===== src/rtl/alu_arbiter.sv =====
// Two-requester round-robin arbiter in front of a small signed ALU with a
// single result slot and per-requester delivered-result counters.
//
// slot state | meaning
// SLOT_EMPTY | no result held, any valid command may be accepted
// SLOT_FULL  | result held on res_data/res_id, waiting for res_ready
module alu_arbiter (
  input  logic       clk,
  input  logic       rst_n,
  input  logic       req0_valid,
  output logic       req0_ready,
  input  logic [7:0] req0_a,
  input  logic [7:0] req0_b,
  input  logic [1:0] req0_op,
  input  logic       req1_valid,
  output logic       req1_ready,
  input  logic [7:0] req1_a,
  input  logic [7:0] req1_b,
  input  logic [1:0] req1_op,
  output logic       res_valid,
  input  logic       res_ready,
  output logic [8:0] res_data,
  output logic       res_id,
  output logic [7:0] done_cnt0,
  output logic [7:0] done_cnt1
);

  typedef enum logic {SLOT_EMPTY = 1'b0, SLOT_FULL = 1'b1} slot_e;

  slot_e      slot_q, slot_d;
  logic       rr_q, rr_d;
  logic [8:0] data_q, data_d;
  logic       id_q, id_d;
  logic       slot_free;
  logic       accept;
  logic       grant_id;
  logic       handshake;
  logic [8:0] alu_res;

  // Operands are sign-extended to 9 bits, so a+b and a-b always fit.
  function automatic logic [8:0] alu_f(input logic [7:0] a, input logic [7:0] b,
                                      input logic [1:0] op);
    logic [8:0] ax;
    logic [8:0] bx;
    ax = {a[7], a};
    bx = {b[7], b};
    case (op)
      2'b00:   return ax;
      2'b01:   return bx;
      2'b10:   return ax + bx;
      default: return ax - bx;
    endcase
  endfunction

  // Grant decision: ready depends only on valids, rr, slot state and res_ready.
  always_comb begin
    req0_ready = 1'b0;
    req1_ready = 1'b0;
    slot_free  = (slot_q == SLOT_EMPTY) || res_ready;
    if (rst_n && slot_free) begin
      if (req0_valid && req1_valid) begin
        req0_ready = ~rr_q;
        req1_ready = rr_q;
      end else begin
        req0_ready = req0_valid;
        req1_ready = req1_valid;
      end
    end
    accept    = req0_ready | req1_ready;
    grant_id  = req1_ready;
    handshake = (slot_q == SLOT_FULL) && res_ready;
    alu_res   = grant_id ? alu_f(req1_a, req1_b, req1_op)
                         : alu_f(req0_a, req0_b, req0_op);
  end

  // Slot next state: a new accept always (re)loads, otherwise a handshake empties.
  always_comb begin
    slot_d = slot_q;
    rr_d   = rr_q;
    data_d = data_q;
    id_d   = id_q;
    if (accept) begin
      slot_d = SLOT_FULL;
      rr_d   = ~grant_id;
      data_d = alu_res;
      id_d   = grant_id;
    end else if (handshake) begin
      slot_d = SLOT_EMPTY;
    end
  end

  // State registers; reset drops any pending result without counting it.
  always_ff @(posedge clk) begin
    if (!rst_n) begin
      slot_q    <= SLOT_EMPTY;
      rr_q      <= 1'b0;
      data_q    <= 9'd0;
      id_q      <= 1'b0;
      done_cnt0 <= 8'd0;
      done_cnt1 <= 8'd0;
    end else begin
      slot_q <= slot_d;
      rr_q   <= rr_d;
      data_q <= data_d;
      id_q   <= id_d;
      if (handshake) begin
        if (id_q) done_cnt1 <= done_cnt1 + 8'd1;
        else      done_cnt0 <= done_cnt0 + 8'd1;
      end
    end
  end

  assign res_valid = (slot_q == SLOT_FULL);
  assign res_data  = data_q;
  assign res_id    = id_q;

endmodule


===== config.mk =====
export PLATFORM = sky130hd
export DESIGN_NAME = alu_arbiter
export DESIGN_NICKNAME = d
export VERILOG_FILES = /design/src/rtl/alu_arbiter.sv
export SDC_FILE = /design/constraint.sdc
export NUM_CORES = 1
export LEC_CHECK = 0
export BUFFER_PORTS_ARGS = -buffer_cell sky130_fd_sc_hd__buf_2
export CORE_ASPECT_RATIO = 1.2
export CORE_UTILIZATION = 48
export DETAILED_ROUTE_END_ITERATION = 10
export PLACE_DENSITY = 0.77
export SYNTH_ARGS = -nofsm -noshare
export SYNTH_HDL_FRONTEND = slang
export SYNTH_SLANG_ARGS = --single-unit

===== constraint.sdc =====
create_clock -name clk -period 2.3 [get_ports clk]
set_clock_uncertainty 0.05 [all_clocks]
set_input_delay 0.23 -clock clk [delete_from_list [all_inputs] [get_ports clk]]
set_output_delay 0.23 -clock clk [all_outputs]
set_load 0.02 [all_outputs]

# Yosys cells after proc, flatten, opt, wreduce, memory -nomap -nowiden

Cells that the tools add are included.

Flip-flop bits (word level): 28
Input port bits: 41

Add/sub/neg operators: 6
Eq/ne operators: 4
Multiplexer cells: 9
Bitwise gates (word level): 5
Reductions and logical operators: 9

Operators with widths:

| operator              | number |
|---|---|
| $pmux W9 S3           | 2 |
| $add A8 B8 Y9         | 2 |
| $sub A8 B8 Y9         | 2 |
| $add A8 B1 Y8 const B | 2 |
| $mux W9               | 1 |
| $mux W1               | 6 |
| $eq A2 B1 Y1 const B  | 2 |
| $eq A2 B2 Y1 const B  | 2 |
| $logic_not A2 Y1      | 2 |
| $not A1 Y1            | 4 |
| $reduce_and A2 Y1     | 2 |
| $logic_and A1 B1 Y1   | 3 |
| $reduce_bool A2 Y1    | 1 |
| $logic_or A1 B1 Y1    | 1 |
| $or A1 B1 Y1          | 1 |

# Depth between registers and ports, before layout

Gate-level depths: netlist (run 1).

Depth after elaboration: 6
Mapped depth: 14
Depth with buffers taken out: 13

# Least setup slack after synthesis (run 1)

Ideal clock, no wire load.

Path type: in2reg
Start point: input port req0_op[1]
End point: register data_q[7], in the netlist res_data[7]
Library setup time: 115 ps
Arrival time: 2314 ps
Data required time: 2135 ps
Setup slack: -178 ps
Stages on the path: 11
Path buffers: 1
Cells stage by stage: nor2b_1 > buf_2 > mux2_2 > ha_1 > a211oi_2 > o21ai_1 > a2111oi_2 > nor3_1 > xnor2_1 > o22ai_1 > o21a_1

Word-level cells in the longest chain between the ends: 3
Elaborated cells between the ends (all ways): 5
Classes of those cells: eq/ne: 2; mux: 2; reduce/logical: 1

RTL lines:

| what                                       | line | RTL |
|---|---|---|
| start, declared                            | 14   | `input logic [1:0] req0_op,` |
| $eq A2 B2 Y1, or another cell as far along | 47   | `case (op)` |
| $pmux W9 S3 (*)                            | 47   |  |
| $mux W9 (*)                                | 72   | `alu_res = grant_id ? alu_f(req1_a, req1_b, req1_op)` |
| end signal, assigned                       | 104  | `data_q <= data_d;` |
| end, declared                              | 32   | `logic [8:0] data_q, data_d;` |

Every way passes the cells marked *; elsewhere a longest branch is shown, timed or not.
A chain may end at the register's enable or synchronous reset.

# Worst setup path in the final report (run 1)

Start point: input port req0_b[1]
End point: register data_q[7], in the netlist res_data[7]

Word-level cells in the longest chain between the ends: 3
Elaborated cells between the ends (all ways): 4
Classes of those cells: add/sub: 2; mux: 2

RTL lines:

| what                                           | line   | RTL |
|---|---|---|
| start, declared                                | 13     | `input logic [7:0] req0_b,` |
| $sub A8 B8 Y9 or $add A8 B8 Y9 (tied branches) | 51, 50 |  |
| $pmux W9 S3 (*)                                | 47     |  |
| $mux W9 (*)                                    | 72     |  |

Marked as above.

==> results of run 1 <==
[tightest hold or removal path: stages]
cell and delay [ns]:
buf_2 0.10, nor2_1 0.04, a21oi_1 0.12
[logic make-up after synthesis]
kind of cell | after synthesis
mux | 17
buf+inv | 29
fa+ha+maj | 24
flops | 28
xor+xnor | 38
compound gates | 75
simple gates | 108
[power by group]
group          switching, mW  internal [mW]  total [mW]
Combinational          0.384          0.388       0.771
Sequential            0.0155          0.507       0.522
Clock                  0.158          0.233       0.391
Total                  0.557           1.13        1.68
[synth_stat cells, types with 3 or more instances]
| master | instances | area (µm²) |
|---|---|---|
| xnor2_1 | 15 | 131 |
| nand2_1 | 14 | 52.6 |
| nor3_1 | 13 | 65.1 |
| clkbuf_1 | 3 | 11.3 |
| a31oi_1 | 6 | 37.5 |
| ha_1 | 22 | 275 |
| nand3_1 | 7 | 35.0 |
| nor2b_1 | 6 | 37.5 |
| o21ai_0 | 14 | 70.1 |
| mux2_2 | 3 | 33.8 |
| buf_2 | 4 | 20.0 |
| and3_1 | 4 | 25.0 |
| dfxtp_1 | 28 | 561 |
| nand2b_1 | 3 | 18.8 |
| mux2i_1 | 14 | 140 |
| a21oi_1 | 21 | 105 |
| nand4_1 | 5 | 31.3 |
| nor3b_1 | 3 | 22.5 |
| o22ai_1 | 3 | 18.8 |
| inv_1 | 16 | 60.1 |
| nor2_1 | 43 | 161 |
| a211oi_1 | 11 | 82.6 |
| xor2_1 | 23 | 201 |
[metal layers]
metal	wire [µm]	vias to the layer above
met5	0	-
li1	-	1363
met2	3340	64
met3	234	8
met1	2730	1223
met4	63	0
[cell type report]
| type | instances | area, µm² |
|---|---|---|
| well taps | 60 | 75.1 |
| inverters | 18 | 72.6 |
| flip-flops and latches | 28 | 561 |
| repair buffers | 119 | 741 |
| multi-input cells | 262 | 1990 |
| fillers | 421 | 1500 |
| clock inverters | 1 | 30.0 |
| clock buffers | 3 | 41.3 |
[worst paths after layout]
| path | end | slack (ns) | depth (start not counted) | from |
|---|---|---|---|---|
| worst min-delay path | res_valid | 0.20 | 3 | req0_valid |
| worst max register to register | res_data[8] | 0.57 | 7 | res_valid |
| worst min register to register | res_data[5] | 0.44 | 2 | res_data[5] |
| worst max-delay path | res_data[7] | 0.05 | 12 | req0_b[1] |
[flip-flops by register name (all words and copies together), names as in the netlist]
signal / cells
res_data: 9
done_cnt1: 8
res_id: 1
done_cnt0: 8
res_valid: 1
rr_q: 1
[per-stage QoR]
step / cells / setup WS (ns)
4_1_cts: 489 / 0.00461
3_3_place_gp: 485 / -0.209
2_1_floorplan: 319 / -0.0303
3_5_place_dp: 485 / -0.285
6_report: 491 / 0.0507
5_1_grt: 491 / -0.0747
[repair_timing]
| action | CTS | global route |
|---|---|---|
| endpoints found under the setup margin | 0 | 4 |
| resized for setup | 0 | 38 |
| setup buffers | 0 | 2 |
==> flow_metrics.tcl, run 1 <==
set metrics [dict create \
    status "finished, final reports clean" \
    synthSimpleGateAreaFrac_pct 20.7 \
    boundaryPins 70 \
    fin_setup_tns_ns 0 \
    worst-path-buf-inv 2 \
    nets 497 \
    cp_common_cell "ha_4" \
    dpl_cell_area_um2 3270 \
    clk_path_buf_depth 2 \
    routabilityCongestion 0.865 \
    grt_overflow 0 \
    grt_pass1_vias 2484 \
    dieArea_um2 5560 \
    holdCritPathClass "primary input to register" \
    grt.total_usage_pct 22.6 \
    hold_ws_ns 0.195 \
    avgSynthCellArea_um2 7.92 \
    crit_family "compound AO/OA/AOI/OAI gates" \
    start_util_pct 50.4 \
    grt.met1_usage_pct 26.1 \
    cts_made_buffers 3 \
    fin_crit_ns 2.25 \
    max_stage_delay_ns 0.36 \
    finalHoldViolations 0 \
    crit_required_ns 2.43 \
    grt_use_met2_pct 41.3 \
    wirelength_um 6370 \
    yosys.cell_types.count 52 \
    yosys_warnings 0 \
    vias 2658 \
    grt_start_max_net_pins 25 \
    total_power_mw 1.68 \
    synth-async-reset-ratio_pct 0 \
    drv_slew 0 \
    busiest_layer "met2" \
    synthMuxAreaShare_pct 6.88 \
    clock_sinks 28 \
    drive_above_1_share_pct 36.0 \
    vias_per_cell 5.41 \
    rsz0062_at_grt "yes" \
    path_class "primary input to register" \
    max_freq_mhz 445 \
    post_drt_wl_per_cell_um 13.0 \
    synth-xor-area-share_pct 13.2 \
    tritoncts "yes" \
    relSlewSlack_pct 50.3 \
    worstMarginPinSlew_ns 0.745 \
    io_buffers 69 \
    h-tree-depth 1 \
    cts_hold_repair.buffers 0 \
    drc 0 \
    crit_arrival_ns 2.37 \
    row_count 28 \
    die_width_um 68.2 \
    antenna_cells 0 \
    worstPathMaxFanout 4 \
    cellPowerDensity_nw_per_um2 480 \
    core_area_um2 5010 \
    setup_viol_count_final 0 \
    p_leak_nw 1.66 \
    period_share_pct 97.8 \
    synth_compound_area_share_pct 19.5 \
    drtPass1Iterations 5 \
    maxCapViolCount 0 \
    drt_iter0_markers 102 \
    final_area_um2 3510 \
    syn-num-nets 384 \
    root_buffer "clkbuf_8" \
    antenna_found_initial 0 \
    layout_commonest_cell "buf_2" \
    dpl.hpwl_um 5020 \
    synth_top_family_by_area "simple AND/OR/NAND/NOR gates" \
    syn-cell-area_um2 2530 \
    synthAdderAreaFrac_pct 12.5 \
    end_kind "register" \
    grt_util_met3_pct 3.33 \
    netlist_instances 319 \
    synth_flop_cell "dfxtp_1" \
    clk_latency_ns 0.28 \
    clk_pin_slew_ns 0.09 \
    ir_drop_uv 250 \
    layout_common_cells "buf_2 (67), buf_4 (49), nor2_1 (42), dfxtp_1 (28), xor2_1 (23)" \
    syn2layout_area_growth_pct 38.9 \
    yosysSeqAreaShare_pct 22.2 \
    final_util_pct 70.1 \
    slowest_stage "a2111oi_4" \
    drtAntennaViolNets 0 \
    grt_pass1_wl_um 9890 \
    crit_chain "buf_8 -> inv_4 -> ha_4 -> mux2_4 -> ha_4 -> a211oi_4 -> o21ai_2 -> a2111oi_4 -> nor3_2 -> xnor2_1 -> o22ai_1 -> o21a_1" \
    cp-start-kind "primary input" \
    synth-seq-cells 28 \
    synth_edf_count 0 \
    die_y_um 81.5 \
]
(Power assumes the default switching activity.)
==> inputs of run 2 (changes only) <==
--- a/config.mk
+++ b/config.mk
@@ -5,11 +5,12 @@
 export SDC_FILE = /design/constraint.sdc
 export NUM_CORES = 1
 export LEC_CHECK = 0
+export ABC_AREA = 1
 export BUFFER_PORTS_ARGS = -buffer_cell sky130_fd_sc_hd__buf_2
 export CORE_ASPECT_RATIO = 1.2
-export CORE_UTILIZATION = 48
+export CORE_UTILIZATION = 49
 export DETAILED_ROUTE_END_ITERATION = 10
-export PLACE_DENSITY = 0.77
+export PLACE_DENSITY = 0.78
 export SYNTH_ARGS = -nofsm -noshare
 export SYNTH_HDL_FRONTEND = slang
 export SYNTH_SLANG_ARGS = --single-unit
==> run 2 against run 1 <==
Maximum frequency rose by 6.3%. Utilization fell by 2.7 points. Sequential power barely moved. Sequential share of layout area rose by 0.54 points. Synthesized cell count rose by 33%. Synthesized area rose by 4.4%. Total power fell by 8.1%. Largest cell class unchanged. Highest routed layer unchanged.
==> flow_metrics.tcl, run 2 <==
set metrics [dict create \
    syn-num-nets 488 \
    end_kind "register" \
    crit_arrival_ns 2.24 \
    grt_pass1_vias 2733 \
    total_power_mw 1.55 \
    hold_path_depth 4 \
    antenna_found_initial 0 \
    reg2reg_from "res_valid" \
    vias_per_cell 5.08 \
    drtAntennaViolNets 0 \
    io_buffers 69 \
    root_buffer "clkbuf_8" \
    critical_path.startpoint "req1_b[0]" \
    clk_pin_slew_ns 0.09 \
    drtPass1Iterations 4 \
    core_area_um2 5040 \
    dpl.hpwl_um 5450 \
    die_y_um 82.4 \
    grt_overflow 0 \
    dp_cells 583 \
    reg2reg_to "done_cnt0[7]" \
    relSlewSlack_pct 63.0 \
    layout_common_cells "nand2_1 (122), buf_2 (69), inv_1 (57), nand3_1 (36), buf_4 (36)" \
    max_freq_mhz 473 \
    setup_viol_count_final 0 \
    drive_above_1_share_pct 25.6 \
    netlist_instances 423 \
    clk_path_buf_depth 2 \
    status "finished, final reports clean" \
    layout_commonest_cell "nand2_1" \
    grt_pass1_wl_um 11000 \
    synth_top_area_share_pct 21.3 \
    drc 0 \
    hp-start "res_ready" \
    cts_made_buffers 3 \
    fin_crit_ns 2.12 \
    synth_largest_area_cell "dfxtp_1" \
    ir_drop_uv 257 \
    start_util_pct 52.3 \
    clock_sinks 28 \
    layout.cells.non_filler 587 \
    boundaryPins 70 \
    place_ws_ns -0.134 \
    setup_slack_ns 0.184 \
    hold_ws_ns 0.223 \
    worstMarginPinSlew_ns 0.553 \
    row_count 28 \
    synth_flop_cell "dfxtp_1" \
    drt_iter0_markers 174 \
    period_share_pct 92.0 \
    synth-async-reset-ratio_pct 0 \
    clk_latency_ns 0.27 \
    synth-seq-cells 28 \
    n_fill_cell 473 \
    antenna_cells 0 \
    yosys.cell_types.count 38 \
    drv_slew 0 \
    cp-start-kind "primary input" \
    h-tree-depth 1 \
    path_class "primary input to register" \
    syn-cell-area_um2 2640 \
    reg2reg_slack_ns 0.67 \
    min_to "res_valid" \
    routabilityCongestion 0.935 \
    post_drt_wl_per_cell_um 11.2 \
    synth_edf_count 0 \
    grt_start_max_net_pins 21 \
    cellPowerDensity_nw_per_um2 456 \
    largest_reg_flops 9 \
    rsz0062_at_grt "yes" \
    dieArea_um2 5680 \
    nets 593 \
    die_width_um 69.0 \
    grt.total_usage_pct 24.7 \
    syn2layout_area_growth_pct 28.7 \
    cts_resized 0 \
    yosysSeqAreaShare_pct 21.3 \
    synthTopCellsByArea "dfxtp_1 (21%), nand2_1 (18%), ha_1 (10%), inv_1 (8.1%), nand3_1 (6.8%)" \
    avgSynthCellArea_um2 6.24 \
    yosys_warnings 0 \
    crit_required_ns 2.42 \
    rr_worst_depth 9 \
    yosys-top-cells-count "nand2_1 (124), inv_1 (57), nand3_1 (36)" \
    vias 2980 \
    synth.most_common_cell "nand2_1" \
    tritoncts "yes" \
    worstPathMaxFanout 4 \
    p_leak_nw 1.87 \
    holdCritPathClass "primary input to register" \
    cts.repair_timing.setup_buffer_count 0 \
    cts_hold_repair.buffers 0 \
    wirelength_um 6590 \
    maxCapViolCount 0 \
    finalHoldViolations 0 \
]
[run 2: layout make-up]
type	count	area (µm²)	share of cell area, %
clock inverters	1	30.0	0.884
clock buffers	3	41.3	1.22
multi-input cells	326	1830	54.0
well taps	60	75.1	2.21
inverters	64	240	7.07
repair buffers	105	616	18.1
flip-flops and latches	28	561	16.5
[run 2: stage by stage]
stage          area [µm²]  setup TNS [ns]  util, %
4_1_cts              3370               0     66.7
6_report             3400               0     67.3
2_1_floorplan        2640               0        -
5_1_grt              3400        -0.00309     67.3
3_3_place_gp         3290          -0.258     65.3
3_5_place_dp         3290          -0.503     65.3
[run 2: critical path: stages]
cell	delay, ns
buf_2	0.11
inv_1	0.06
ha_1	0.21
nor2_1	0.13
xor2_1	0.18
ha_1	0.29
a21oi_2	0.14
nand2_1	0.12
nand3_1	0.10
nand2_1	0.06
or2_2	0.27
nand3_1	0.07
nand2_1	0.05
nand2_1	0.05
nand3_1	0.07
nand2_1	0.06
inv_1	0.04
[run 2: how the worst max path moves through the flow]
stage                             end  slack, ns  cells after the start
after global routing      res_data[5]     -0.003                     18
after floorplan           res_data[5]       0.12                     17
after detailed placement  res_data[6]      -0.13                     17
after CTS                 res_data[6]       0.11                     17
after global placement    res_data[6]      -0.08                     17
final                     res_data[5]       0.18                     17
[run 2: metal layers]
metal	wire (µm)	global-route usage, %	up-vias
met5	0	0	-
met4	62	6.33	0
met3	231	1.65	6
met2	3350	46.9	67
met1	2950	29.0	1325
li1	-	-	1582
[run 2: where the power goes]
part	internal (mW)	total (mW)	switching (mW)
logic	0.278	0.648	0.369
registers	0.505	0.519	0.0144
clock network	0.233	0.382	0.149
[run 2: kinds of logic (layout without fill, tap and decap cells)]
kind of cell,after synthesis,after routing,share of synthesized area [%]
xor+xnor,14,14,4.65
fa+ha+maj,24,24,12.0
compound gates,76,76,16.4
simple gates,212,212,35.3
flops,28,28,21.3
buf+inv,69,173,10.4
==> inputs of run 3 (changes only) <==
--- a/config.mk
+++ b/config.mk
@@ -11,6 +11,7 @@
 export CORE_UTILIZATION = 49
 export DETAILED_ROUTE_END_ITERATION = 10
 export PLACE_DENSITY = 0.78
+export RECOVER_POWER = 25
 export SYNTH_ARGS = -nofsm -noshare
 export SYNTH_HDL_FRONTEND = slang
 export SYNTH_SLANG_ARGS = --single-unit
==> run 3 against run 2 <==
Total power decreased by 0.12%. Register-to-register slack about the same. Critical path type unchanged. Die area stayed put. Largest cell class unchanged. Worst setup slack better by 0.00076 ns. Non-clock buffer count is the same.
==> flow_metrics.tcl, run 3 (synthesized netlist as in run 2, its figures left out) <==
set metrics [dict create \
    reg2reg_from "res_valid" \
    largest_reg_flops 9 \
    cts_made_buffers 3 \
    worstPathMaxFanout 4 \
    grt_start_max_net_pins 21 \
    reg2reg_slack_ns 0.67 \
    row_count 28 \
    total_power_mw 1.55 \
    io_buffers 69 \
    routabilityCongestion 0.935 \
    end_kind "register" \
    grt_overflow 0 \
    cts_hold_repair.buffers 0 \
    clk_path_buf_depth 2 \
    vias_per_cell 5.07 \
    drv_slew 0 \
    grt.total_usage_pct 24.7 \
    layout_common_cells "nand2_1 (122), inv_1 (57), buf_2 (56), nand3_1 (36), buf_4 (36)" \
    p_leak_nw 1.82 \
    drtPass1Iterations 4 \
    crit_arrival_ns 2.24 \
    drt_iter0_markers 199 \
    dpl.hpwl_um 5450 \
    reg2reg_to "done_cnt0[7]" \
    rr_worst_depth 9 \
    antenna_found_initial 0 \
    root_buffer "clkbuf_8" \
    vias 2975 \
    core_area_um2 5040 \
    n_fill_cell 477 \
    finalHoldViolations 0 \
    h-tree-depth 1 \
    crit_required_ns 2.42 \
    cellPowerDensity_nw_per_um2 458 \
    status "finished, final reports clean" \
    dieArea_um2 5680 \
    ir_drop_uv 257 \
    path_class "primary input to register" \
    setup_viol_count_final 0 \
    die_width_um 69.0 \
    period_share_pct 91.9 \
    holdCritPathClass "primary input to register" \
    cp-endpoint "res_data[5]" \
    clock_sinks 28 \
    drive_above_1_share_pct 23.1 \
    clk_pin_slew_ns 0.09 \
    max_freq_mhz 473 \
    wirelength_um 6620 \
    fin_setup_tns_ns 0 \
    drtAntennaViolNets 0 \
    syn2layout_area_growth_pct 28.1 \
    die_y_um 82.4 \
    boundaryPins 70 \
    rsz0062_at_grt "yes" \
    maxCapViolCount 0 \
    post_drt_wl_per_cell_um 11.3 \
    critical_path.startpoint "req1_b[0]" \
    cp-start-kind "primary input" \
    clk_latency_ns 0.27 \
    layout_commonest_cell "nand2_1" \
    antenna_cells 0 \
    worstMarginPinSlew_ns 0.571 \
    drc 0 \
    nets 593 \
    tritoncts "yes" \
    relSlewSlack_pct 61.8 \
    grt_pass1_wl_um 11000 \
    fin_crit_ns 2.11 \
    start_util_pct 52.3 \
    grt_pass1_vias 2733 \
]
-- run 3: cell count changes in the layout (fill, tap and decap cells not counted) --
cell and delta:
buf_2 -13, clkbuf_1 +13
-- run 3: worst min-delay path by stage --
stage | slack, ns | cells past startpoint | start | end
detailed placement | 0.39 | 1 | done_cnt1[7] | done_cnt1[7]
floorplan | 0.38 | 2 | rst_n | res_valid
global placement | 0.39 | 1 | done_cnt1[7] | done_cnt1[7]
finish | 0.22 | 4 | res_ready | res_valid
global route | 0.25 | 4 | res_ready | res_valid
CTS | 0.22 | 4 | res_ready | res_valid
-- run 3: layout make-up --
class	instances	area, µm²	area share, %
Multi-Input combinational cell	326	1830	54.2
Timing Repair Buffer	105	599	17.7
Sequential cell	28	561	16.6
Inverter	64	240	7.11
Tap cell	60	75.1	2.22
Clock buffer	3	41.3	1.22
Clock inverter	1	30.0	0.889
-- run 3: repair_timing --
action,CTS,global route
gates resized for setup,0,11
setup buffers,0,0
endpoints found under the setup margin,0,4
hold endpoints to repair,0,0
-- run 3: layer usage --
metal,routed length [µm],up-vias,global-route usage (%)
met1,2980,1324,29.0
met3,199,6,1.65
met4,62,0,6.33
met2,3370,62,46.9
li1,-,1583,-
met5,0,-,0
-- run 3: where the power goes --
part	internal [mW]	switching, mW
logic	0.275	0.369
registers	0.505	0.0148
clock network	0.233	0.150
total	1.01	0.534
-- run 3: worst max-delay path, cell delays in order --
cell and delay [ns]:
buf_2 0.11, inv_1 0.06, ha_1 0.21, nor2_1 0.13
xor2_1 0.18, ha_1 0.29, a21oi_2 0.14, nand2_1 0.12
nand3_1 0.10, nand2_1 0.06, or2_2 0.27, nand3_1 0.07
nand2_1 0.05, nand2_1 0.05, nand3_1 0.07, nand2_1 0.06
inv_1 0.04
-- run 3: per-stage QoR --
stage	util, %	hold slack [ns]	cells	worst slack [ns]	area (µm²)
floorplan	-	0.383	423	0.118	2640
global placement	65.3	0.386	583	-0.0781	3290
detailed placement	65.3	0.393	583	-0.134	3290
CTS	66.7	0.215	587	0.110	3370
global route	67.0	0.250	587	-0.00309	3380
finish	67.0	0.220	587	0.185	3380
